`src/rtl/adder_pkg.sv`:
```
// adder_pkg: state codes and default operand width shared by the adder controller and display decoder.
package adder_pkg;
    localparam int WIDTH_DEF = 4;
    typedef enum logic [1:0] {
        S_A    = 2'd0,
        S_B    = 2'd1,
        S_ADD  = 2'd2,
        S_SHOW = 2'd3
    } state_t;
endpackage

```
`src/rtl/adder_seq_ctrl_if.sv`:
```
// adder_seq_ctrl_if: key/clear/switch inputs and result/status outputs of the adder controller.
interface adder_seq_ctrl_if #(parameter int WIDTH = adder_pkg::WIDTH_DEF);
    import adder_pkg::*;
    logic             key;
    logic             clr;
    logic [WIDTH-1:0] din;
    logic [WIDTH-1:0] a_q;
    logic [WIDTH-1:0] b_q;
    logic [WIDTH-1:0] sum;
    logic             cout;
    logic [1:0]       state;
    logic             busy;
    logic             done;
    modport master (output key, clr, din, input a_q, b_q, sum, cout, state, busy, done);
    modport slave  (input key, clr, din, output a_q, b_q, sum, cout, state, busy, done);
endinterface

```
`src/rtl/full_adder_bit.sv`:
```
// full_adder_bit: combinational one-bit full adder.
module full_adder_bit (
    input  logic a,
    input  logic b,
    input  logic cin,
    output logic s,
    output logic co
);
    assign s  = a ^ b ^ cin;
    assign co = (a & b) | (a & cin) | (b & cin);
endmodule

```
`src/rtl/adder_seq_ctrl.sv`:
```
// adder_seq_ctrl: captures operands A and B on key pulses, then adds them bit-serially over WIDTH cycles.
module adder_seq_ctrl #(parameter int WIDTH = adder_pkg::WIDTH_DEF) (
    input  logic             clk,
    input  logic             rst_n,
    adder_seq_ctrl_if.slave  bus
);
    import adder_pkg::*;
    localparam int CW = $clog2(WIDTH);
    state_t           st, nxt;
    logic [CW-1:0]    cnt;
    logic [WIDTH-1:0] a_q, b_q, sum;
    logic             c, cout, done, last, fa_s, fa_co;
    assign last = cnt == CW'(WIDTH - 1);
    full_adder_bit u_fa (
        .a   (a_q[cnt]),
        .b   (b_q[cnt]),
        .cin (c),
        .s   (fa_s),
        .co  (fa_co)
    );
    always_ff @(posedge clk or negedge rst_n) begin
        if (!rst_n) st <= S_A;
        else        st <= nxt;
    end
    // clr overrides every transition, including a simultaneous key
    always_comb begin
        nxt = st;
        case (st)
            S_A:    nxt = bus.key ? S_B : S_A;
            S_B:    nxt = bus.key ? S_ADD : S_B;
            S_ADD:  nxt = last ? S_SHOW : S_ADD;
            S_SHOW: nxt = bus.key ? S_A : S_SHOW;
        endcase
        if (bus.clr) nxt = S_A;
    end
    always_comb begin
        bus.state = st;
        bus.busy  = st == S_ADD;
        bus.done  = done;
        bus.a_q   = a_q;
        bus.b_q   = b_q;
        bus.sum   = sum;
        bus.cout  = cout;
    end
    always_ff @(posedge clk or negedge rst_n) begin
        if (!rst_n) begin
            a_q  <= '0;
            b_q  <= '0;
            sum  <= '0;
            cout <= 1'b0;
            c    <= 1'b0;
            cnt  <= '0;
            done <= 1'b0;
        end else begin
            done <= st == S_ADD && nxt == S_SHOW;
            if (bus.clr) begin
                a_q  <= '0;
                b_q  <= '0;
                sum  <= '0;
                cout <= 1'b0;
                c    <= 1'b0;
                cnt  <= '0;
            end else if (st == S_A && bus.key) begin
                a_q <= bus.din;
            end else if (st == S_B && bus.key) begin
                b_q  <= bus.din;
                sum  <= '0;
                cout <= 1'b0;
                c    <= 1'b0;
                cnt  <= '0;
            end else if (st == S_ADD) begin
                sum[cnt] <= fa_s;
                c        <= fa_co;
                if (last) cout <= fa_co;
                else      cnt  <= cnt + 1'b1;
            end
        end
    end
endmodule
```
`src/flat_wrapper.sv`:
```
// flat-port wrapper written by rule: the top's interface ports become plain ports
module adder_seq_ctrl_flat import adder_pkg::*;
#(parameter int WIDTH = adder_pkg::WIDTH_DEF)
  (clk, rst_n, bus_key, bus_clr, bus_din, bus_a_q, bus_b_q, bus_sum, bus_cout, bus_state, bus_busy, bus_done);
  adder_seq_ctrl_if #(.WIDTH(WIDTH)) bus_i ();
  input  logic clk;
  input  logic rst_n;
  input wire logic [$bits(bus_i.key)-1:0] bus_key;
  input wire logic [$bits(bus_i.clr)-1:0] bus_clr;
  input wire logic [$bits(bus_i.din)-1:0] bus_din;
  output wire logic [$bits(bus_i.a_q)-1:0] bus_a_q;
  output wire logic [$bits(bus_i.b_q)-1:0] bus_b_q;
  output wire logic [$bits(bus_i.sum)-1:0] bus_sum;
  output wire logic [$bits(bus_i.cout)-1:0] bus_cout;
  output wire logic [$bits(bus_i.state)-1:0] bus_state;
  output wire logic [$bits(bus_i.busy)-1:0] bus_busy;
  output wire logic [$bits(bus_i.done)-1:0] bus_done;
  assign bus_i.key = bus_key;
  assign bus_i.clr = bus_clr;
  assign bus_i.din = bus_din;
  assign bus_a_q = bus_i.a_q;
  assign bus_b_q = bus_i.b_q;
  assign bus_sum = bus_i.sum;
  assign bus_cout = bus_i.cout;
  assign bus_state = bus_i.state;
  assign bus_busy = bus_i.busy;
  assign bus_done = bus_i.done;
  adder_seq_ctrl #(.WIDTH(WIDTH)) u_core (.clk(clk), .rst_n(rst_n), .bus(bus_i));
endmodule
```
`config.mk`:
```
export PLATFORM = sky130hd
export DESIGN_NAME = adder_seq_ctrl_flat
export DESIGN_NICKNAME = d
export VERILOG_FILES = /design/src/rtl/adder_pkg.sv /design/src/rtl/adder_seq_ctrl_if.sv /design/src/rtl/full_adder_bit.sv /design/src/rtl/adder_seq_ctrl.sv /design/src/flat_wrapper.sv
export SDC_FILE = /design/constraint.sdc
export NUM_CORES = 1
export LEC_CHECK = 0
export BUFFER_PORTS_ARGS = -buffer_cell sky130_fd_sc_hd__clkbuf_2
export CAP_MARGIN = 10
export CORE_UTILIZATION = 51
export DETAILED_ROUTE_END_ITERATION = 7
export GPL_TIMING_DRIVEN = 1
export PLACE_DENSITY = 0.73
export SETUP_SLACK_MARGIN = 0.5
export SLEW_MARGIN = 20
export SYNTH_ARGS = -nofsm -noshare
export SYNTH_HDL_FRONTEND = slang
export SYNTH_SLANG_ARGS = --single-unit
```
`constraint.sdc`:
```
create_clock -name clk -period 2.4 [get_ports clk]
set_input_delay 0.12 -clock clk [delete_from_list [all_inputs] [get_ports clk]]
set_output_delay 0.12 -clock clk [all_outputs]
set_load 0.01 [all_outputs]
```
Word level (Yosys, flattened, before mapping)
Cells that the tools add are included.
{"block": "totals", "in_bits": 8, "out_inout_bits": 17, "regBits": 19, "wordCells": 74}
{"block": "op_classes", "n_lt_le_gt_ge": 2, "bitwise": 7, "add_sub_neg": 1, "n_mux": 36, "eq_ne": 7, "reduce_logical": 13}
{"op": "4-bit 2-to-1 mux", "n": 9}
{"op": "2-bit 2-to-1 mux", "n": 8}
{"op": "1-bit 2-to-1 mux", "n": 14}
{"op": "2-bit == test, second input constant", "n": 4}
{"op": "2-bit one-hot mux with 4 select lines", "n": 1}
{"op": "3-bit AND reduction", "n": 2}
{"op": "3-bit nonzero test", "n": 2}
{"op": "1-bit binary-select mux with 2-bit select", "n": 2}
{"op": "4-bit bitwise mux", "n": 1}
{"op": "1-bit logical AND", "n": 4}
{"op": "2-bit AND reduction", "n": 2}
{"op": "2-bit nonzero test", "n": 2}
{"op": "1-bit bitwise AND", "n": 3}
{"op": "2-bit by 3-bit < comparator with 1-bit output, second input constant", "n": 1}
{"op": "3-bit != test, second input constant", "n": 1}
{"op": "2-bit by 1-bit adder with 2-bit output, second input constant", "n": 1}
{"op": "1-bit demux with 2-bit select", "n": 1}
{"op": "2-bit by 1-bit == test with 1-bit output, second input constant", "n": 1}
{"op": "2-bit by 1-bit >= comparator with 1-bit output, second input constant", "n": 1}
{"op": "2-bit zero test", "n": 1}
{"op": "2-bit != test, second input constant", "n": 1}
{"op": "1-bit bitwise OR", "n": 2}
{"op": "1-bit XOR", "n": 2}

Longest topological paths before layout
Gate-level depths: netlist of the first run.
{"block": "depth", "depth_word": 10, "mapped_depth": 5, "mapped_depth_nobuf": 5}

By module
From an unflattened synthesis of the first run, not the netlist that was laid out.
{"block": "hier_totals", "cells_unflattened": 80, "area_unflattened_um2": 977.2}
{"module": "adder_seq_ctrl", "cells_each": 79, "seq_area_each_um2": 475.5, "instances": 1, "area_per_inst_um2": 957.2}
{"module": "full_adder_bit", "cells_each": 1, "seq_area_each_um2": 0.0, "instances": 1, "area_per_inst_um2": 20.0}

Worst setup path before layout of the first run
Ideal clock, no wire load.
{"block": "synth_path", "path_type": "register to register", "start": "reg u_core.cnt[0]", "end": "reg u_core.sum[0] (netlist: u_core.bus.sum[0])", "path_stages_with_launch": 5, "path_slack_ns": 0.585, "arrival_ns": 1.732, "synth_period_minus_slack_ns": 1.815, "path_buffers": 0, "setup_time_ns": 0.082, "required_time_ns": 2.318, "path_cell_list": "dfrtp_1 -> mux4_2 -> fa_1 -> nand2b_1 -> o22ai_1"}
{"block": "synth_between", "elab_chain_len": 9, "elab_cells_between_ends": 16, "classes_between": "order compare (2); mux (11); bitwise (2); reduce/logical (1)"}
{"element": "start: declaration", "line_no": "adder_seq_ctrl.sv:10", "source": "logic [CW-1:0] cnt;"}
{"element": "start signal: assignment", "line_no": "adder_seq_ctrl.sv:75", "source": "else cnt <= cnt + 1'b1;"}
{"element": "2-bit by 3-bit < comparator with 1-bit output (implied by the code) (tied with other cells)", "line_no": "adder_seq_ctrl.sv:72", "source": "sum[cnt] <= fa_s;"}
{"element": "1-bit logical AND (implied by the code) (tied with other cells)", "line_no": "adder_seq_ctrl.sv:72"}
{"element": "1-bit 2-to-1 mux (implied by the code) or 1-bit XOR (tied branches)", "line_no": "adder_seq_ctrl.sv:72, full_adder_bit.sv:9"}
{"element": "1-bit demux with 2-bit select or 1-bit XOR (tied branches)"}
{"element": "4-bit bitwise mux *", "line_no": "adder_seq_ctrl.sv:72"}
{"element": "4-bit 2-to-1 mux *", "line_no": "adder_seq_ctrl.sv:71", "source": "end else if (st == S_ADD) begin"}
{"element": "4-bit 2-to-1 mux *", "line_no": "adder_seq_ctrl.sv:65", "source": "end else if (st == S_B && bus.key) begin"}
{"element": "4-bit 2-to-1 mux *", "line_no": "adder_seq_ctrl.sv:63", "source": "end else if (st == S_A && bus.key) begin"}
{"element": "4-bit 2-to-1 mux *", "line_no": "adder_seq_ctrl.sv:56", "source": "if (bus.clr) begin"}
{"element": "end signal: indexed assignment", "line_no": "adder_seq_ctrl.sv:72"}
{"element": "end: declaration", "line_no": "adder_seq_ctrl.sv:11", "source": "logic [WIDTH-1:0] a_q, b_q, sum;"}
Every way passes the cells marked *; elsewhere a longest branch is shown, timed or not. The select of a mux whose other input is x is not followed.
A chain may end at the register's enable or synchronous reset.

Final worst setup path of the first run
{"block": "layout_path", "start": "reg u_core.cnt[0]", "end": "reg u_core.sum[1] (netlist: u_core.bus.sum[1])"}
The elaborated chain is that of the path after synthesis.

==> results.txt, run 1 <==
Die Y: 45.66 um
Final cell count without fillers: 133
# IOs: 25
Hold Path Class: in -> reg
Max-slew violation count: 0
Cells along the critical path: mux4_2, fa_1, nand2b_1, o22ai_1
DR iter-0 viols: 4
Max Freq: 0.5435 GHz
Synthesis warning total: 0
Max Cap Viol: 0
Distinct cells, synth: 24
WL final: 1.716 mm
Hold Path Stages: 3
CTS max path bufs: 2
WP data required: 2.62 ns
WP data arrival: 2.06 ns
Initial antenna violation count: 0
# diodes: 0
Starting Density: 55.11%
Total CTS buffers: 3
Vias in the first global route: 643
Clk slew on worst S/H paths: 0.10 ns
Reg-to-reg setup timing slack: 0.56 ns
CTS root buf: clkbuf_4
Post-route DRC violation count: 0
Gate Count Post-Synth: 82
GRT Resource Usage Total: 19.66%
IR drop worst, VDD: 0.3955 mV
Die Span X: 45.66 um
Setup TNS: 0 ns
Hold Vio Cnt, Final: 0
Post-synth top flop: dfrtp_1
Outcome: finished, final reports clean
Fin nets: 122
CTS sink cnt: 19
EDFF count, synth: 0
Syn Nets: 95
Die Footprint: 2085 sq um
Total overflow reported by the global router: 0
Pleak: 0.5688 nW
Worst rel slew slack: 69.09%
Cell Area, Synth: 972.2 sq um
Reg2Reg Depth: 4
Worst r2r dst: u_core.bus.sum[1]
Routed via count: 685
First-pass GRT wire length: 2.822 mm
Wire length per cell: 12.90 um
Post-route ant nets: 0
Crit Reg-Reg Startpoint: u_core.cnt[0]
Avg Synthesized Cell Area: 11.86 sq um
Crit path kind: reg -> reg
Async SR Flop Fraction: 100.0%
Final setup vio count: 0
HPWL after DPL: 1.283 mm
TritonCTS clock tree: done
Fin crit period: 1.840 ns
Least-Margin Pin Slew: 0.4636 ns
Rows: 15
Largest net degree at the start of global routing: 20
H-Tree Level Count: 1
Slowest cell on crit path: mux4_2
Yosys reg bits: 19
Placeable core region: 1764 sq um
Tcrit/Tclk final: 76.66%
GPL Wtd Cong: 0.7534
Drt pass-1 iters: 4
Ratio of cells with drive above 1 in the final layout: 32.41%
Worst-skew pair later-pin latency: 0.29 ns
Worst setup SP type: flip-flop
RSZ-0062 raised after global routing: true
Largest stage delay, worst path: 0.53 ns
Crit Path Max Fanout: 6
Min-Delay Endpoint: u_core.bus.a_q[1]
Sequential fraction of the synthesis area: 48.91%
Cells after DPL: 127
DR vias/cell: 5.150
Hold_ws: 0.07543 ns
Worst Hold Launch: bus_din[1]
Pwr/cell area: 524.6 nW/um^2
P&R area growth vs syn: 17.63%
Kind of end point of the critical path: flip-flop
Final Skew: 0.004077 ns
I/O Buffers: 24
## worst max-delay path: cells and delay by family (launching register included)
kind,cells,cell delay [ns]
flops,1,0.45
simple gates,1,0.11
mux,1,0.53
fa+ha+maj,1,0.51
compound gates,1,0.16
## registers in the layout, summed over array words and instances, names as in the netlist
signal	flops
u_core.bus.b_q	4
u_core.bus.state	2
u_core.bus.done	1
u_core.bus.sum	4
u_core.bus.a_q	4
u_core.c	1
u_core.bus.cout	1
u_core.cnt	2
## report_power, final
| group | switching [W] | internal, W |
|---|---|---|
| combinational | 0.0000464 | 0.0000435 |
| sequential | 0.0000185 | 0.000332 |
| clock | 0.0000951 | 0.0000647 |
## what timing repair did
action                                  in CTS  in global routing
buffers inserted                             0                  1
hold buffers                                 1                  0
cloned                                       0                  0
hold endpoints to repair                    19                  0
pin swaps                                    0                  3
endpoints found under the setup margin       3                  4
gates resized for setup                      1                  1
## synthesized netlist by cell type, types with 2 or more instances
cell type,number,area (sq um)
and2b_1,2,15.01
buf_6,2,22.52
dfrtp_1,19,475.5
ha_1,4,50.05
inv_1,3,11.26
mux2i_1,10,100.1
mux4_2,2,45.04
nand2_1,7,26.28
nand2b_1,2,12.51
nand3b_1,4,30.03
nor2_1,11,41.29
o22ai_1,4,25.02
## cell usage in the layout, fill, tap and decap left out, types with 3 or more instances in the layout
cell type  netlist  layout
clkbuf_2         0      24
clkbuf_4         0       3
dfrtp_1         19      18
ha_1             4       4
inv_1            3       3
mux2i_1         10      10
nand2_1          7       7
nand3b_1         4       4
nor2_1          11      11
o22ai_1          4       3
## per-stage QoR
stage | cell area [sq um] | util, % | worst slack [ns] | power [W]
after floorplan | 972.2 | - | 0.5852 | 0.0004145
final | 1144 | 64.82 | 0.5601 | 0.0005999
after global routing | 1144 | 64.82 | 0.4673 | 0.0006299
after CTS | 1130 | 64.04 | 0.5378 | 0.0006057
after global placement | 1092 | 61.91 | 0.5335 | 0.0004423
after detailed placement | 1092 | 61.91 | 0.4879 | 0.0004444
## cell type report
cell class / instances / area (sq um)
clock buffer: 4 / 26.28
multi-input combinational: 56 / 460.4
sequential: 19 / 476.7
inverter: 3 / 11.26
tap: 25 / 31.28
fill: 171 / 620.6
timing repair buffer: 26 / 137.6
## per-layer routing
metal	up-vias	GRT usage (%)	routed length, um
met5	-	0	0
met4	0	7.273	18
met3	4	3.571	75
met2	20	32.86	821
met1	328	25.26	801
li1	333	-	-
## cell families (layout without fill, tap and decap cells)
logic type	Yosys count	count (layout)	share of synthesized area (%)
fa+ha+maj	5	5	7.207
simple gates	31	31	18.92
compound gates	7	7	4.761
xor+xnor	1	1	0.9011
flops	19	19	48.91
buf+inv	7	33	4.375
mux	12	12	14.93
## how the worst max path moves through the flow
stage,start,end,slack [ns]
2_1_floorplan,u_core.cnt[0],u_core.bus.sum[0],0.59
3_3_place_gp,u_core.cnt[0],u_core.bus.sum[1],0.53
3_5_place_dp,u_core.cnt[0],u_core.bus.sum[3],0.49
4_1_cts,u_core.cnt[0],u_core.bus.sum[3],0.54
5_1_grt,u_core.cnt[0],u_core.bus.sum[1],0.47
6_report,u_core.cnt[0],u_core.bus.sum[1],0.56
No activity file was read; power rests on OpenSTA's default activity.
==> inputs of run 2 (changes only) <==
--- a/config.mk
+++ b/config.mk
@@ -7,10 +7,10 @@
 export LEC_CHECK = 0
 export BUFFER_PORTS_ARGS = -buffer_cell sky130_fd_sc_hd__clkbuf_2
 export CAP_MARGIN = 10
-export CORE_UTILIZATION = 51
+export CORE_UTILIZATION = 46
 export DETAILED_ROUTE_END_ITERATION = 7
 export GPL_TIMING_DRIVEN = 1
-export PLACE_DENSITY = 0.73
+export PLACE_DENSITY = 0.7
 export SETUP_SLACK_MARGIN = 0.5
 export SLEW_MARGIN = 20
 export SYNTH_ARGS = -nofsm -noshare
==> constraint.sdc (replaced) <==
create_clock -name clk -period 1.6 [get_ports clk]
set_input_delay 0.08 -clock clk [delete_from_list [all_inputs] [get_ports clk]]
set_output_delay 0.08 -clock clk [all_outputs]
set_load 0.01 [all_outputs]
==> results.txt, run 2 (synthesis gave the netlist of run 1 again) <==
Outcome: finished with violations
Failing checks: negative setup slack
Die Span X: 47.97 um (+5.1%)
Least-Margin Pin Slew: 0.4926 ns (+0.02899 ns)
Hold_ws: 0.02653 ns (-0.04890 ns)
Drt pass-1 iters: 4 (unchanged)
Placed Instance Area: 1191 sq um (+9.0%)
Die Y: 47.97 um (+5.1%)
Pwr Total: 0.0009902 W (+65%)
Wire length per cell: 14.54 um (+13%)
Worst rel slew slack: 67.16% (-1.9 points)
Pwr/cell area: 720.1 nW/um^2 (+37%)
Crit path kind: reg -> reg
Hold Vio Cnt, Final: 0 (unchanged)
Routed via count: 776 (+13%)
GPL Wtd Cong: 0.7594 (+0.80%)
Post-route ant nets: 0 (unchanged)
Die Footprint: 2301 sq um (+10%)
CTS max path bufs: 2 (unchanged)
Post-route DRC violation count: 0 (unchanged)
Starting Density: 49.05% (-6.1 points)
WP data required: 1.82 ns (-0.80 ns)
Post-Layout Inst Area: 1375 sq um (+20%)
Crit Path Max Fanout: 4 (-2)
Family with the most delay on the worst path: multiplexers
Switching share of power: 27.97% (+1.3 points)
Critical path buffers and inverters: 0 (unchanged)
# IOs: 25 (unchanged)
Max-slew violation count: 0 (unchanged)
Vias in the first global route: 764 (+19%)
Cells along the critical path: mux4_2, fa_1, nand2b_1, o22ai_1
DR iter-0 viols: 8 (+4)
Max Cap Viol: 0 (unchanged)
P&R area growth vs syn: 41.44%
Kind of end point of the critical path: flip-flop
Largest regs: u_core.bus.a_q: 4 flops, u_core.bus.b_q: 4 flops, u_core.bus.sum: 4 flops
HPWL after DPL: 1.518 mm (+18%)
First-pass GRT wire length: 3.408 mm (+21%)
Pleak: 0.6974 nW (+23%)
Total overflow reported by the global router: 0 (unchanged)
Setup WS post-layout: -0.2145 ns (-0.7746 ns)
Fin crit period: 1.814 ns (-0.02539 ns)
Final Core Density: 69.38% (+4.6 points)
Max Freq: 0.5511 GHz (+1.4%)
Ratio of cells with drive above 1 in the final layout: 46.51% (+14 points)
Int Power: 0.0007133 W (+62%)
I/O Buffers: 24 (unchanged)
Clock power share: 25.5% (-1.1 points)
RSZ-0062 raised after global routing: true
Worst-skew pair later-pin latency: 0.30 ns (about the same)
Combinational fraction of design power: 22.1% (+7.1 points)
Most common cell after layout, fill and taps aside: clkbuf_2
TritonCTS clock tree: done
Final Skew: 0.003460 ns (-0.0006171 ns)
Final setup vio count: 6 (+6)
P_sw: 0.0002770 W (+73%)
Placeable core region: 1982 sq um (+12%)
GRT Resource Usage Total: 22.85% (+3.2 points)
CTS root buf: clkbuf_4
Fin nets: 143 (+17%)
Reg-to-reg setup timing slack: -0.21 ns (-0.77 ns)
Flop pwr share: 52.5% (-5.9 points)
Pre-CTS setup slack: -0.1811 ns (-0.6690 ns)
WL final: 2.269 mm (+32%)
WP data arrival: 2.04 ns (-0.02 ns)
Total CTS buffers: 3 (unchanged)
CTS sink cnt: 19 (unchanged)
H-Tree Level Count: 1 (unchanged)
Largest net degree at the start of global routing: 20 (unchanged)
Slowest cell on crit path: mux4_2
Most frequent cells in the layout: clkbuf_2, dfrtp_1, buf_4
Largest stage delay, worst path: 0.52 ns (about the same)
Clk slew on worst S/H paths: 0.11 ns (about the same)
Tcrit/Tclk final: 113.4% (+37 points)
# diodes: 0 (unchanged)
Rows: 16 (+1)
IR drop worst, VDD: 0.6122 mV (+55%)
Hold Path Class: in -> reg
Initial antenna violation count: 0 (unchanged)
Worst setup SP type: flip-flop
DR vias/cell: 4.974 (-3.4%)
==> run 2: cell count changes in the layout (fill, tap and decap cells not counted), sizes merged <==
cell,before,now
buf,1,23
clkbuf,28,27
==> run 2: layout make-up <==
class | instances | area [sq um]
Fill cell | 155 | 606.8
Multi-Input combinational cell | 56 | 499.2
Sequential cell | 19 | 479.2
Timing Repair Buffer | 47 | 325.3
Tap cell | 27 | 33.78
Clock buffer | 4 | 26.28
Inverter | 3 | 11.26
==> run 2: worst paths after layout <==
path	cells past startpoint	end	from
max	4	u_core.bus.sum[0]	u_core.cnt[0]
min	3	u_core.bus.b_q[3]	bus_din[3]
max reg2reg	4	u_core.bus.sum[0]	u_core.cnt[0]
min reg2reg	2	u_core.bus.sum[2]	u_core.bus.sum[2]
max in group asynchronous	2	u_core.bus.state[1]	rst_n
min in group asynchronous	2	u_core.bus.cout	rst_n
==> run 2: what timing repair did <==
action,in CTS,in global routing
setup buffers,8,2
pin swaps,4,8
endpoints found under the hold margin,19,0
hold buffers,1,0
gates resized for setup,11,8
endpoints found under the setup margin,21,20
==> run 2: metal layers <==
layer	global-route usage (%)	share of wire [%]	vias to the layer above
met1	25.53	41	375
met2	40.27	54	19
met5	0	0	-
met4	13.89	1.1	0
met3	3.774	3.3	4
li1	-	-	378
==> run 2: worst register-to-register path, cell delays in order (launching register included) <==
cell      delay (ns)
dfrtp_2         0.42
mux4_2          0.52
fa_1            0.52
nand2b_1        0.10
o22ai_1         0.18
==> run 2: power groups by stage <==
stage | Clock [W] | Combinational [W] | Sequential, W
2_1_floorplan | 0 | 0.0000942 | 0.000530
3_3_place_gp | 0 | 0.000162 | 0.000527
3_5_place_dp | 0 | 0.000167 | 0.000528
4_1_cts | 0.000253 | 0.000207 | 0.000518
5_1_grt | 0.000278 | 0.000236 | 0.000522
6_report | 0.000252 | 0.000219 | 0.000519
==> run 2: stage by stage <==
| stage | cells | setup TNS, ns |
|---|---|---|
| after CTS | 154 | -0.8482 |
| after floorplan | 82 | -0.5684 |
| final | 156 | -0.8801 |
| after global routing | 156 | -1.214 |
| after global placement | 141 | -0.5378 |
| after detailed placement | 141 | -0.7031 |
==> inputs of run 3 (changes only) <==
--- a/config.mk
+++ b/config.mk
@@ -5,9 +5,10 @@
 export SDC_FILE = /design/constraint.sdc
 export NUM_CORES = 1
 export LEC_CHECK = 0
+export ABC_AREA = 1
 export BUFFER_PORTS_ARGS = -buffer_cell sky130_fd_sc_hd__clkbuf_2
 export CAP_MARGIN = 10
-export CORE_UTILIZATION = 46
+export CORE_UTILIZATION = 47
 export DETAILED_ROUTE_END_ITERATION = 7
 export GPL_TIMING_DRIVEN = 1
 export PLACE_DENSITY = 0.7
==> results.txt, run 3 <==
Outcome: finished with violations
Failing checks: negative setup slack
CTS max path bufs: 2 (unchanged)
Wire length per cell: 13.24 um (-9.0%)
WL final: 2.753 mm (+21%)
Largest stage delay, worst path: 0.58 ns (+0.06 ns)
Tcrit/Tclk final: 113.5% (+0.14 points)
Hold Path Class: in -> reg
Largest net degree at the start of global routing: 20 (unchanged)
Synthesis warning total: 0 (unchanged)
Final Core Density: 75.49% (+6.1 points)
P&R area growth vs syn: 46.49%
WP data arrival: 2.07 ns (+0.03 ns)
Die Footprint: 2432 sq um (+5.7%)
Area contributors post-synth: dfrtp_1, nand2_1, nand3_1, inv_1, ha_1
Most instantiated cells after synthesis: nand2_1, dfrtp_1, nand3_1
Rows: 16 (unchanged)
GPL Wtd Cong: 0.8576 (+13%)
Worst-skew pair later-pin latency: 0.30 ns (about the same)
Final Skew: 0.01042 ns (+0.006959 ns)
Post-route ant nets: 0 (unchanged)
CP most frequent cell: nand2_1
Reg2Reg Depth: 10 (+6)
CTS sink cnt: 19 (unchanged)
Worst setup SP type: flip-flop
DR vias/cell: 5.082 (+2.2%)
Count leader, synth: nand2_1
Pleak: 0.8152 nW (+17%)
Max-slew violation count: 0 (unchanged)
Vias in the first global route: 959 (+26%)
Critical Path Sink: u_core.bus.sum[2]
Critical Path Source: u_core.cnt[0]
TritonCTS clock tree: done
Worst rel slew slack: 68.06% (+0.90 points)
Total CTS buffers: 3 (unchanged)
Post-route DRC violation count: 0 (unchanged)
Avg Synthesized Cell Area: 8.094 sq um (-32%)
IR drop worst, VDD: 0.7340 mV (+20%)
Crit Path Max Fanout: 6 (+2)
Yosys reg bits: 19 (unchanged)
Most frequent cells in the layout: nand2_1, clkbuf_2, nand3_1, dfrtp_1, buf_4
Sequential fraction of the synthesis area: 45.18% (-3.7 points)
Clk slew on worst S/H paths: 0.12 ns (about the same)
Cell Area, Synth: 1052 sq um (+8.2%)
Syn Nets: 143 (+51%)
Worst r2r dst: u_core.bus.sum[2]
Cells after DPL: 192 (+36%)
Starting Density: 51.53% (+2.5 points)
HPWL after DPL: 1.730 mm (+14%)
Gate Count Post-Synth: 130 (+59%)
I/O Buffers: 24 (unchanged)
First-pass GRT wire length: 4.188 mm (+23%)
Share of Yosys cell area claimed by the top area cell type: 45.18% (-3.7 points)
DR iter-0 viols: 29 (+21)
Kind of end point of the critical path: flip-flop
GRT Resource Usage Total: 22.97% (+0.13 points)
Max Cap Viol: 0 (unchanged)
Pwr/cell area: 729.2 nW/um^2 (+1.3%)
Reg-to-reg setup timing slack: -0.22 ns (about the same)
Largest regs: u_core.bus.a_q: 4 flops, u_core.bus.b_q: 4 flops, u_core.bus.sum: 4 flops
Setup WS post-layout: -0.2167 ns (-0.002197 ns)
Critical path buffers and inverters: 2 (+2)
Cells along the critical path: inv_4, o21ai_2, o22ai_2, fa_2, nand2_1, inv_1, nand2_1, nor2_1, nand3_1, nand2_1
Drt pass-1 iters: 4 (unchanged)
Die Y: 49.32 um (+2.8%)
Final setup vio count: 4 (-2)
Most common cell after layout, fill and taps aside: nand2_1
Family with the most delay on the worst path: adder cells
Crit path kind: reg -> reg
Placeable core region: 2042 sq um (+3.0%)
Multi-input gate area: 580.6 sq um (+16%)
Least-Margin Pin Slew: 0.4791 ns (-0.01354 ns)
Final cell count without fillers: 208 (+33%)
WP data required: 1.86 ns (+0.04 ns)
Async SR Flop Fraction: 100.0% (unchanged)
EDFF count, synth: 0 (unchanged)
Slowest cell on crit path: fa_2
CTS root buf: clkbuf_4
Ratio of cells with drive above 1 in the final layout: 45.30% (-1.2 points)
Hold Vio Cnt, Final: 0 (unchanged)
H-Tree Level Count: 1 (unchanged)
Critical Path Stages: 10 (+6)
# diodes: 0 (unchanged)
Die Span X: 49.32 um (+2.8%)
Crit Reg-Reg Startpoint: u_core.cnt[0]
Distinct cells, synth: 19 (-21%)
Area leader, netlist: dfrtp_1
Fin nets: 195 (+36%)
Routed via count: 1057 (+36%)
Sequential Area: 479.2 sq um (unchanged)
# IOs: 25 (unchanged)
Post-synth top flop: dfrtp_1
Total overflow reported by the global router: 0 (unchanged)
Initial antenna violation count: 0 (unchanged)
Max Freq: 0.5505 GHz (-0.12%)
Filler Cells Inserted: 152 (-1.9%)
RSZ-0062 raised after global routing: true
Fin crit period: 1.817 ns (+0.002197 ns)
-- run 3: cell count changes after synthesis, sizes merged, moves of 3 or more --
cell,before,now
o21ai,0,14
inv,3,17
nand3b,5,0
nor2,11,14
mux2i,10,0
a21oi,1,5
nand3,0,19
nand2,7,31
nor3b,3,0
-- run 3: area by class of cell --
class                           instances  area share, %
Multi-Input combinational cell         93          37.66
Clock inverter                          1         0.3247
Timing Repair Buffer                   47          22.65
Sequential cell                        19          31.09
Inverter                               18          4.627
Tap cell                               27          2.192
Clock buffer                            3          1.461
-- run 3: logic make-up (layout without fill, tap and decap cells) --
| logic type | Yosys count | count (layout) | synth area share [%] |
|---|---|---|---|
| AOI/OAI and AO/OA | 21 | 21 | 10.23 |
| adders and majority gates | 5 | 5 | 6.659 |
| buffers and inverters | 19 | 69 | 7.134 |
| and+or+nand+nor | 66 | 67 | 30.80 |
| DFF | 19 | 19 | 45.18 |
-- run 3: worst min path at each step --
stage                          start  depth (start not counted)  slack, ns                end
after floorplan                rst_n                          0      -0.22  u_core.bus.a_q[0]
after global placement         rst_n                          1       0.06  u_core.bus.sum[1]
after detailed placement       rst_n                          1       0.06  u_core.bus.sum[0]
after CTS                 bus_din[0]                          3      0.006  u_core.bus.b_q[0]
after global routing      bus_din[0]                          3       0.01  u_core.bus.a_q[0]
final                     bus_din[0]                          3      0.005  u_core.bus.b_q[0]
-- run 3: worst reg2reg max path, delay by kind of cell, from the launching register on --
| kind | cells | cell delay (ns) |
|---|---|---|
| flops | 1 | 0.48 |
| compound gates | 2 | 0.24 |
| buf+inv | 2 | 0.14 |
| simple gates | 5 | 0.34 |
| fa+ha+maj | 1 | 0.58 |
-- run 3: routing by layer --
metal | GRT usage, % | wire length (um) | vias up
met5 | 0 | 0 | -
met4 | 8.824 | 44 | 0
met3 | 4.050 | 130 | 6
met2 | 39.95 | 1477 | 38
met1 | 27.94 | 1101 | 488
li1 | - | - | 525
-- run 3: through the flow --
step,power [W],instance area [sq um],setup slack [ns],setup TNS (ns),hold WS [ns]
after floorplan,0.0006904,1055,-0.07708,-0.2312,-0.2156
after global placement,0.0007886,1291,-0.09939,-0.2818,0.05666
after CTS,0.001078,1429,-0.1559,-0.4864,0.005872
final,0.001124,1541,-0.2167,-0.7326,0.004551
after detailed placement,0.0007962,1291,-0.1615,-0.5280,0.06495
after global routing,0.001185,1541,-0.3459,-1.200,0.01484
-- run 3: timing repair --
| action | in CTS | in global routing |
|---|---|---|
| endpoints found under the hold margin | 20 | 0 |
| cloned | 1 | 0 |
| pin swaps | 5 | 4 |
| gates resized for setup | 16 | 23 |
| setup buffers | 5 | 4 |
| endpoints found under the setup margin | 12 | 22 |
| hold buffers | 2 | 0 |
-- run 3: report_power, final --
group	total [W]	internal [W]	leakage, nW	switching, W
sequential	0.000544	0.000509	0.255	0.0000350
clock	0.000251	0.0000932	0.0177	0.000158
combinational	0.000329	0.000151	0.542	0.000178
